--- src/rtl/oo_pkg.sv ---
// Shared out-of-order core types: default result/tag widths and the CDB beat
// seen by the reservation stations.
package oo_pkg;

   localparam int CDB_DATA_W = 32;
   localparam int CDB_TAG_W  = 6;

   typedef logic [CDB_TAG_W-1:0] tag_t;

   typedef struct packed {
      logic                  valid;
      tag_t                  tag;
      logic [CDB_DATA_W-1:0] data;
   } cdb_t;

endpackage

--- src/rtl/cdb_writeback_ready_table.sv ---
// Per-physical-tag ready bits: flush sets all, alloc clears, broadcast sets.
// Writes land on the clock edge; both query ports read the registered state.
module ready_table
   import oo_pkg::*;
#(
   parameter int TAG_W = CDB_TAG_W
) (
   input  logic             clk,
   input  logic             rst,
   input  logic             flush,
   input  logic             alloc_valid,
   input  logic [TAG_W-1:0] alloc_tag,
   input  logic             set_valid,
   input  logic [TAG_W-1:0] set_tag,
   input  logic [TAG_W-1:0] qa_tag,
   input  logic [TAG_W-1:0] qb_tag,
   output logic             qa_ready,
   output logic             qb_ready
);

   localparam int DEPTH = 1 << TAG_W;

   logic [DEPTH-1:0] rdy_q;
   logic [DEPTH-1:0] rdy_d;

   // Alloc is applied after the set so a same-tag alloc leaves the bit clear.
   always_comb begin
      rdy_d = rdy_q;
      if (flush) begin
         rdy_d = '1;
      end else begin
         if (set_valid)
            rdy_d[set_tag] = 1'b1;
         if (alloc_valid)
            rdy_d[alloc_tag] = 1'b0;
      end
      rdy_d[0] = 1'b1;
   end

   always_ff @(posedge clk) begin
      if (!rst)
         rdy_q <= '1;
      else
         rdy_q <= rdy_d;
   end

   assign qa_ready = rdy_q[qa_tag];
   assign qb_ready = rdy_q[qb_tag];

endmodule

--- src/rtl/cdb_writeback.sv ---
// Writeback: picks the arbiter's winner, registers it onto the CDB (1 cycle),
// updates the ready table and counts broadcasts. No backpressure; the arbiter stalls the loser.
module cdb_writeback
   import oo_pkg::*;
#(
   parameter int DATA_W = CDB_DATA_W,
   parameter int TAG_W  = CDB_TAG_W,
   parameter int CNT_W  = 32
) (
   input  logic              clk,
   input  logic              rst,
   input  logic              alu_valid,
   input  logic [TAG_W-1:0]  alu_tag,
   input  logic [DATA_W-1:0] alu_data,
   input  logic              ls_valid,
   input  logic [TAG_W-1:0]  ls_tag,
   input  logic [DATA_W-1:0] ls_data,
   input  logic              sel_result,
   input  logic              flush,
   input  logic              alloc_valid,
   input  logic [TAG_W-1:0]  alloc_tag,
   input  logic [TAG_W-1:0]  qa_tag,
   input  logic [TAG_W-1:0]  qb_tag,
   output logic              qa_ready,
   output logic              qb_ready,
   output logic              cdb_valid,
   output logic [TAG_W-1:0]  cdb_tag,
   output logic [DATA_W-1:0] cdb_data,
   output logic [CNT_W-1:0]  bcast_cnt
);

   logic              win_valid;
   logic [TAG_W-1:0]  win_tag;
   logic [DATA_W-1:0] win_data;
   logic              bcast;

   // Follow the arbiter blindly: an invalid selected source means no broadcast.
   assign win_valid = sel_result ? ls_valid : alu_valid;
   assign win_tag   = sel_result ? ls_tag   : alu_tag;
   assign win_data  = sel_result ? ls_data  : alu_data;
   assign bcast     = win_valid & ~flush;

   always_ff @(posedge clk) begin
      if (!rst) begin
         cdb_valid <= 1'b0;
         cdb_tag   <= '0;
         cdb_data  <= '0;
      end else begin
         cdb_valid <= bcast;
         if (win_valid) begin
            cdb_tag  <= win_tag;
            cdb_data <= win_data;
         end
      end
   end

   always_ff @(posedge clk) begin
      if (!rst)
         bcast_cnt <= '0;
      else if (bcast && (bcast_cnt != '1))
         bcast_cnt <= bcast_cnt + CNT_W'(1);
   end

   ready_table #(
      .TAG_W (TAG_W)
   ) u_ready_table (
      .clk         (clk),
      .rst         (rst),
      .flush       (flush),
      .alloc_valid (alloc_valid),
      .alloc_tag   (alloc_tag),
      .set_valid   (win_valid),
      .set_tag     (win_tag),
      .qa_tag      (qa_tag),
      .qb_tag      (qb_tag),
      .qa_ready    (qa_ready),
      .qb_ready    (qb_ready)
   );

endmodule

--- config.mk ---
export PLATFORM = sky130hd
export DESIGN_NAME = cdb_writeback
export DESIGN_NICKNAME = d
export VERILOG_FILES = /design/src/rtl/oo_pkg.sv /design/src/rtl/cdb_writeback_ready_table.sv /design/src/rtl/cdb_writeback.sv
export SDC_FILE = /design/constraint.sdc
export NUM_CORES = 1
export LEC_CHECK = 0
export BUFFER_PORTS_ARGS = -buffer_cell sky130_fd_sc_hd__buf_2
export CORE_MARGIN = 2
export CORE_UTILIZATION = 50
export CTS_BUF_LIST = sky130_fd_sc_hd__clkbuf_8
export DETAILED_ROUTE_END_ITERATION = 10
export HOLD_SLACK_MARGIN = 0.15
export PLACE_DENSITY = 0.79
export SETUP_SLACK_MARGIN = 0.1
export SLEW_MARGIN = 10
export SYNTH_ARGS = -nofsm -noshare
export SYNTH_HDL_FRONTEND = slang
export SYNTH_HIERARCHICAL = 1
export SYNTH_SLANG_ARGS = --single-unit
--- constraint.sdc ---
create_clock -name clk -period 3.07 [get_ports clk]
set_input_delay 0.7675 -clock clk [delete_from_list [all_inputs] [get_ports clk]]
set_output_delay 0.7675 -clock clk [all_outputs]
set_load 0.02 [all_outputs]
==> After elaboration in Yosys (flattened, before gate mapping) <==
Cells that the tools add are included.
{ "classes": {"n_addsub": 1, "bitwise": 6, "reduce_logical": 4, "n_eq_ne": 1, "mux": 14, "n_lt_le_gt_ge": 6} }
{ "ops": {"columns": ["op", "n"], "rows": [
  ["64-bit 2-to-1 mux", 3],
  ["64-bit AND", 1],
  ["64-bit inverter", 1],
  ["64-bit OR", 1],
  ["32-bit by 1-bit adder with 32-bit output, second input constant", 1],
  ["32-bit 2-to-1 mux", 1],
  ["32-bit inequality test, second input constant", 1],
  ["6-bit by 7-bit less-than comparator with 1-bit output, second input constant", 4],
  ["1-bit binary-select mux with 6-bit select", 2],
  ["1-bit demux with 6-bit select", 2],
  ["6-bit by 1-bit >= comparator with 1-bit output, second input constant", 2],
  ["6-bit 2-to-1 mux", 1],
  ["1-bit 2-to-1 mux", 5],
  ["1-bit logical AND", 3],
  ["1-bit inverter", 2],
  ["2-bit OR reduction", 1],
  ["1-bit AND", 1]
]} }
{ "totals": {"regBits": 135, "in_bits": 101, "out_inout_bits": 73, "word_cells": 38} }

==> Depth between registers and ports, before layout <==
{ "depth": {"depth_word": 10, "mapped_depth": 8, "depth_no_buf": 6} }

==> Hierarchy <==
The synthesis kept the hierarchy.
{ "by_module_without_submodules": {"columns": ["mod", "area_per_inst_um2", "cells_per_inst", "n_inst"], "rows": [
  ["ready_table", 3661.0, 407, 1],
  ["cdb_writeback", 3342.0, 362, 1]
]} }

==> Least setup slack after synthesis <==
OpenSTA, ideal clock, no wires.
{ "synth_path": {"path_type": "input to output", "start": "input port qa_tag[2]", "end": "output port qa_ready", "slack_ps": -15, "required_time_ps": 2303, "t_arrival_ps": 2318, "path_stages": 5, "path_cell_list": "buf_6 mux4_1 mux4_2 and3b_1 a211o_1"} }
{ "synth_via": {"elab_chain_cells": 2} }
{ "synth_rtl": {"columns": ["element", "line", "rtl"], "rows": [
  ["start, declared", "cdb_writeback.sv:22", "input logic [TAG_W-1:0] qa_tag,"],
  ["1-bit binary-select mux with 6-bit select", "cdb_writeback_ready_table.sv:47", "assign qa_ready = rdy_q[qa_tag];"],
  ["1-bit 2-to-1 mux (implied by the code)", "cdb_writeback_ready_table.sv:47", null],
  ["end, declared", "cdb_writeback.sv:24", "output logic qa_ready,"]
]} }
No other way between the ends. The select of a mux whose other input is x is not followed.

==> Worst setup path in the final report <==
{ "layout_path": {"start": "input port qa_tag[1]", "end": "output port qa_ready"} }
Same word-level chain as after synthesis.

==> Flow_metrics.wiki <==
{| class="wikitable"
! Metric !! Value
|-
| Buffer depth of the longest clock path || 2
|-
| Wirelength, routed || 21.23 mm
|-
| Period utilisation layout || 103.6%
|-
| Endpoint arrival time on the critical path || 2.41 ns
|-
| Pwr Total || 0.004019 W
|-
| Total CTS buffers || 17
|-
| Max-cap violations || 0
|-
| Die Ht || 122.3 um
|-
| Required time reported for the critical path endpoint || 2.30 ns
|-
| Accumulated negative setup slack || -0.1100 ns
|-
| Floorplan die width || 122.3 um
|-
| Launching element type of the critical path || input pin
|-
| Fraction of layout cells with a size suffix above 1 || 30.48%
|-
| Number of flops mapped to enable cells by yosys || 0
|-
| Warnings, synthesis || 6
|-
| Vias in the first global route || 6035
|-
| Final Wtd Congestion || 1.000
|-
| Endpoint of the worst setup timing path || qa_ready
|-
| Clock tree from TritonCTS || done
|-
| Row count || 43
|-
| Pwr per Cell Area || 469.6 nW/um2
|-
| Layout Area Growth over Synthesis || 22.21%
|-
| Final setup skew || 0.008973 ns
|-
| Rel. slew slack || 38.27%
|-
| Sink Count || 134
|-
| Latest clock arrival within the worst-skew pair || 0.44 ns
|-
| Post-Syn Instances || 769
|-
| Outcome || complete, but fails checks
|-
| Element type at the critical path end || output pin
|-
| Leading area contributor after synthesis || dfxtp_1
|-
| Met3 layer usage reported by global route || 7.946%
|-
| FF-to-FF path depth || 5
|-
| Library cell used as clock root buffer || clkbuf_8
|-
| Maximum net fanout on the critical path || 7
|-
| Ys flop type || dfxtp_1
|-
| Antenna violations before repair || 2
|-
| Endpoint of the worst register-to-register path || bcast_cnt[31]$_SDFFE_PN0P_
|-
| First-pass GRT wire length || 32.17 mm
|-
| Async set or reset register ratio after synthesis || 0%
|-
| Largest net degree at the start of global routing || 64
|-
| Minimum setup slack after placement || -0.3459 ns
|-
| Initial DRC count || 589
|-
| Worst VDD drop || 0.3155 mV
|-
| Final-report max-slew violation count || 0
|-
| Synthesized flop and latch total || 134
|-
| Count of input and output buffers || 173
|-
| Remaining routing DRC violations || 0
|-
| Violated checks || setup timing
|-
| Number of hold-slack violations in the final timing report || 0
|-
| Top area cells in the synthesized netlist || dfxtp_1 38%, mux4_2 8.7%, mux2i_1 8.0%
|-
| GRT overflow || 0
|-
| Synthesized area per cell || 9.107 um2
|-
| Met1 layer usage reported by global route || 33.92%
|-
| Via count || 6728
|-
| Initial core utilization || 50.84%
|-
| Busiest grt layer || met2
|-
| Hold slack final || 0.4905 ns
|-
| Worst R2R Start || bcast_cnt[13]$_SDFFE_PN0P_
|-
| Setup repair after global routing missed its margin || yes
|-
| Setup WS post-layout || -0.1100 ns
|-
| Clock H-tree levels || 4
|-
| Drt pass-1 iters || 5
|-
| Shortest period the worst path allows || 3.180 ns
|-
| GRT Overall Usage || 27.97%
|-
| Mean routed wirelength per cell || 19.01 um
|-
| Count of final setup violators || 1
|-
| Reg2reg setup slack || 0.60 ns
|-
| Sequential area share after synthesis || 38.31%
|-
| Met2 GRT Util || 45.97%
|-
| Die area || 14970 um2
|-
| Number of distinct library cell variants in the gate-level netlist after synthesis || 60
|-
| Clock transition at path regs || 0.07 ns
|-
| Leak pwr || 3.446 nW
|-
| Worst setup path startpoint || qa_tag[1]
|-
| Syn Std Cell Area || 7003 um2
|-
| Area of the core region || 13770 um2
|-
| Worst Setup Path Type || input pin to output pin
|-
| Path type of the worst min-delay path || register to register
|-
| Post-CTS Hold Fix Bufs || 0
|-
| Antenna Nets Post-Route || 0
|-
| Core utilization of the finished layout || 62.14%
|-
| Final HPWL from detailed placement || 15.26 mm
|-
| # nets final || 1024
|-
| DR vias/cell || 6.023
|-
| Mapped Nets || 871
|-
| I/O Pins || 174
|-
| Pin slew with the least headroom to its limit || 0.9239 ns
|-
| Maximum operating frequency || 314.5 MHz
|-
| Top cell type's share of synthesized area || 38.31%
|}
## worst min-delay path by stage
stage | start | to | cells past startpoint
3_5_place_dp | cdb_tag[2]$_SDFFE_PN0P_ | cdb_tag[2]$_SDFFE_PN0P_ | 2
2_1_floorplan | u_ready_table/rdy_q[45]$_SDFF_PP1_ | u_ready_table/rdy_q[45]$_SDFF_PP1_ | 2
4_1_cts | cdb_tag[0]$_SDFFE_PN0P_ | cdb_tag[0]$_SDFFE_PN0P_ | 2
6_report | cdb_tag[0]$_SDFFE_PN0P_ | cdb_tag[0]$_SDFFE_PN0P_ | 2
5_1_grt | cdb_data[11]$_SDFFE_PN0P_ | cdb_data[11]$_SDFFE_PN0P_ | 2
3_3_place_gp | cdb_tag[0]$_SDFFE_PN0P_ | cdb_tag[0]$_SDFFE_PN0P_ | 2
## kinds of logic (layout without fill, tap and decap cells)
| kind of cell | after synthesis | after routing | share of synthesized area (%) |
|---|---|---|---|
| AND/OR/NAND/NOR | 247 | 247 | 18.31 |
| AO/OA/AOI/OAI | 211 | 211 | 17.76 |
| flip-flops | 134 | 134 | 38.31 |
| multiplexers | 96 | 96 | 19.85 |
| buffers and inverters | 74 | 240 | 4.842 |
| XOR/XNOR | 6 | 6 | 0.7504 |
| adder cells (fa/ha/maj) | 1 | 1 | 0.1786 |
| other | 0 | 2 | 0 |
## cells in the mapped netlist (8+ instances only)
| library cell | number |
|---|---|
| o21ai_0 | 67 |
| dfxtp_1 | 134 |
| nand2_1 | 21 |
| buf_1 | 9 |
| nand3_1 | 12 |
| a211oi_1 | 34 |
| nand4_1 | 10 |
| nor2_1 | 115 |
| mux4_2 | 27 |
| inv_1 | 9 |
| or4_1 | 9 |
| a21oi_1 | 78 |
| mux2_2 | 8 |
| or3_1 | 16 |
| clkbuf_1 | 40 |
| nor4_1 | 9 |
| mux2i_1 | 56 |
## metal layers
metal / wire length [um] / share of wire (%)
met2: 10110 / 48
met4: 828 / 3.9
met5: 0 / 0
met1: 8284 / 39
met3: 2013 / 9.5
## sequential cells by signal, summed over array words and instances, names as in the netlist
| register | cells |
|---|---|
| cdb_data | 32 |
| cdb_tag | 6 |
| bcast_cnt | 32 |
| u_ready_table/rdy_q | 63 |
| cdb_valid | 1 |
## worst max-delay path, stage by stage
cell	delay [ns]
buf_4	0.13
buf_6	0.15
mux4_2	0.51
a211oi_1	0.31
a2111oi_1	0.09
a211o_1	0.31
buf_6	0.14
## layout make-up
type                    count  area (um2)
inverters                  10       37.54
diodes                      2       5.005
fillers                  1188        5215
clock buffers              20       275.3
well taps                 180       225.2
repair buffers            198        1175
clock inverters            12       176.4
flip-flops and latches    134        2683
multi-input cells         561        3981
## report_power, final
part	switching (W)	internal [W]	leakage, nW
Combinational	0.000331	0.000225	2.14
Clock	0.000704	0.000948	0.218
Sequential	0.0000261	0.00179	1.09
## placed cells by master (no fill, tap or decap), types with 4 or more instances in the layout
| cell type | count |
|---|---|
| nand3b_1 | 6 |
| nand4_1 | 10 |
| clkinvlp_4 | 4 |
| dfxtp_1 | 134 |
| mux2i_1 | 56 |
| and4_1 | 4 |
| inv_1 | 10 |
| nand2_1 | 21 |
| or3_1 | 16 |
| or4_1 | 9 |
| nand3_1 | 12 |
| or2_2 | 4 |
| o21ai_0 | 67 |
| mux4_2 | 32 |
| and2_1 | 7 |
| a21oi_1 | 78 |
| buf_12 | 5 |
| nor4_1 | 9 |
| and3b_1 | 5 |
| o31ai_1 | 7 |
| buf_4 | 23 |
| o21ai_1 | 5 |
| nand2b_1 | 5 |
| bufinv_16 | 4 |
| buf_2 | 165 |
| xnor2_1 | 5 |
| nor2_1 | 115 |
| mux2_2 | 7 |
| clkbuf_8 | 20 |
| nor3b_1 | 4 |
| a211oi_1 | 33 |
## stage by stage
step                instance area, um2  cells
floorplan                         7003    769
finish                            8558   1117
CTS                               8533   1115
global placement                  7981   1081
detailed placement                7981   1081
global route                      8558   1117
## repair_timing
action	4_1_cts	5_1_grt
pin swaps	3	4
setup buffers	1	0
gates cloned	1	0
resized for setup	22	7
endpoints found under the setup margin	2	2
hold endpoints to repair	0	0
(Power assumes the default switching activity.)
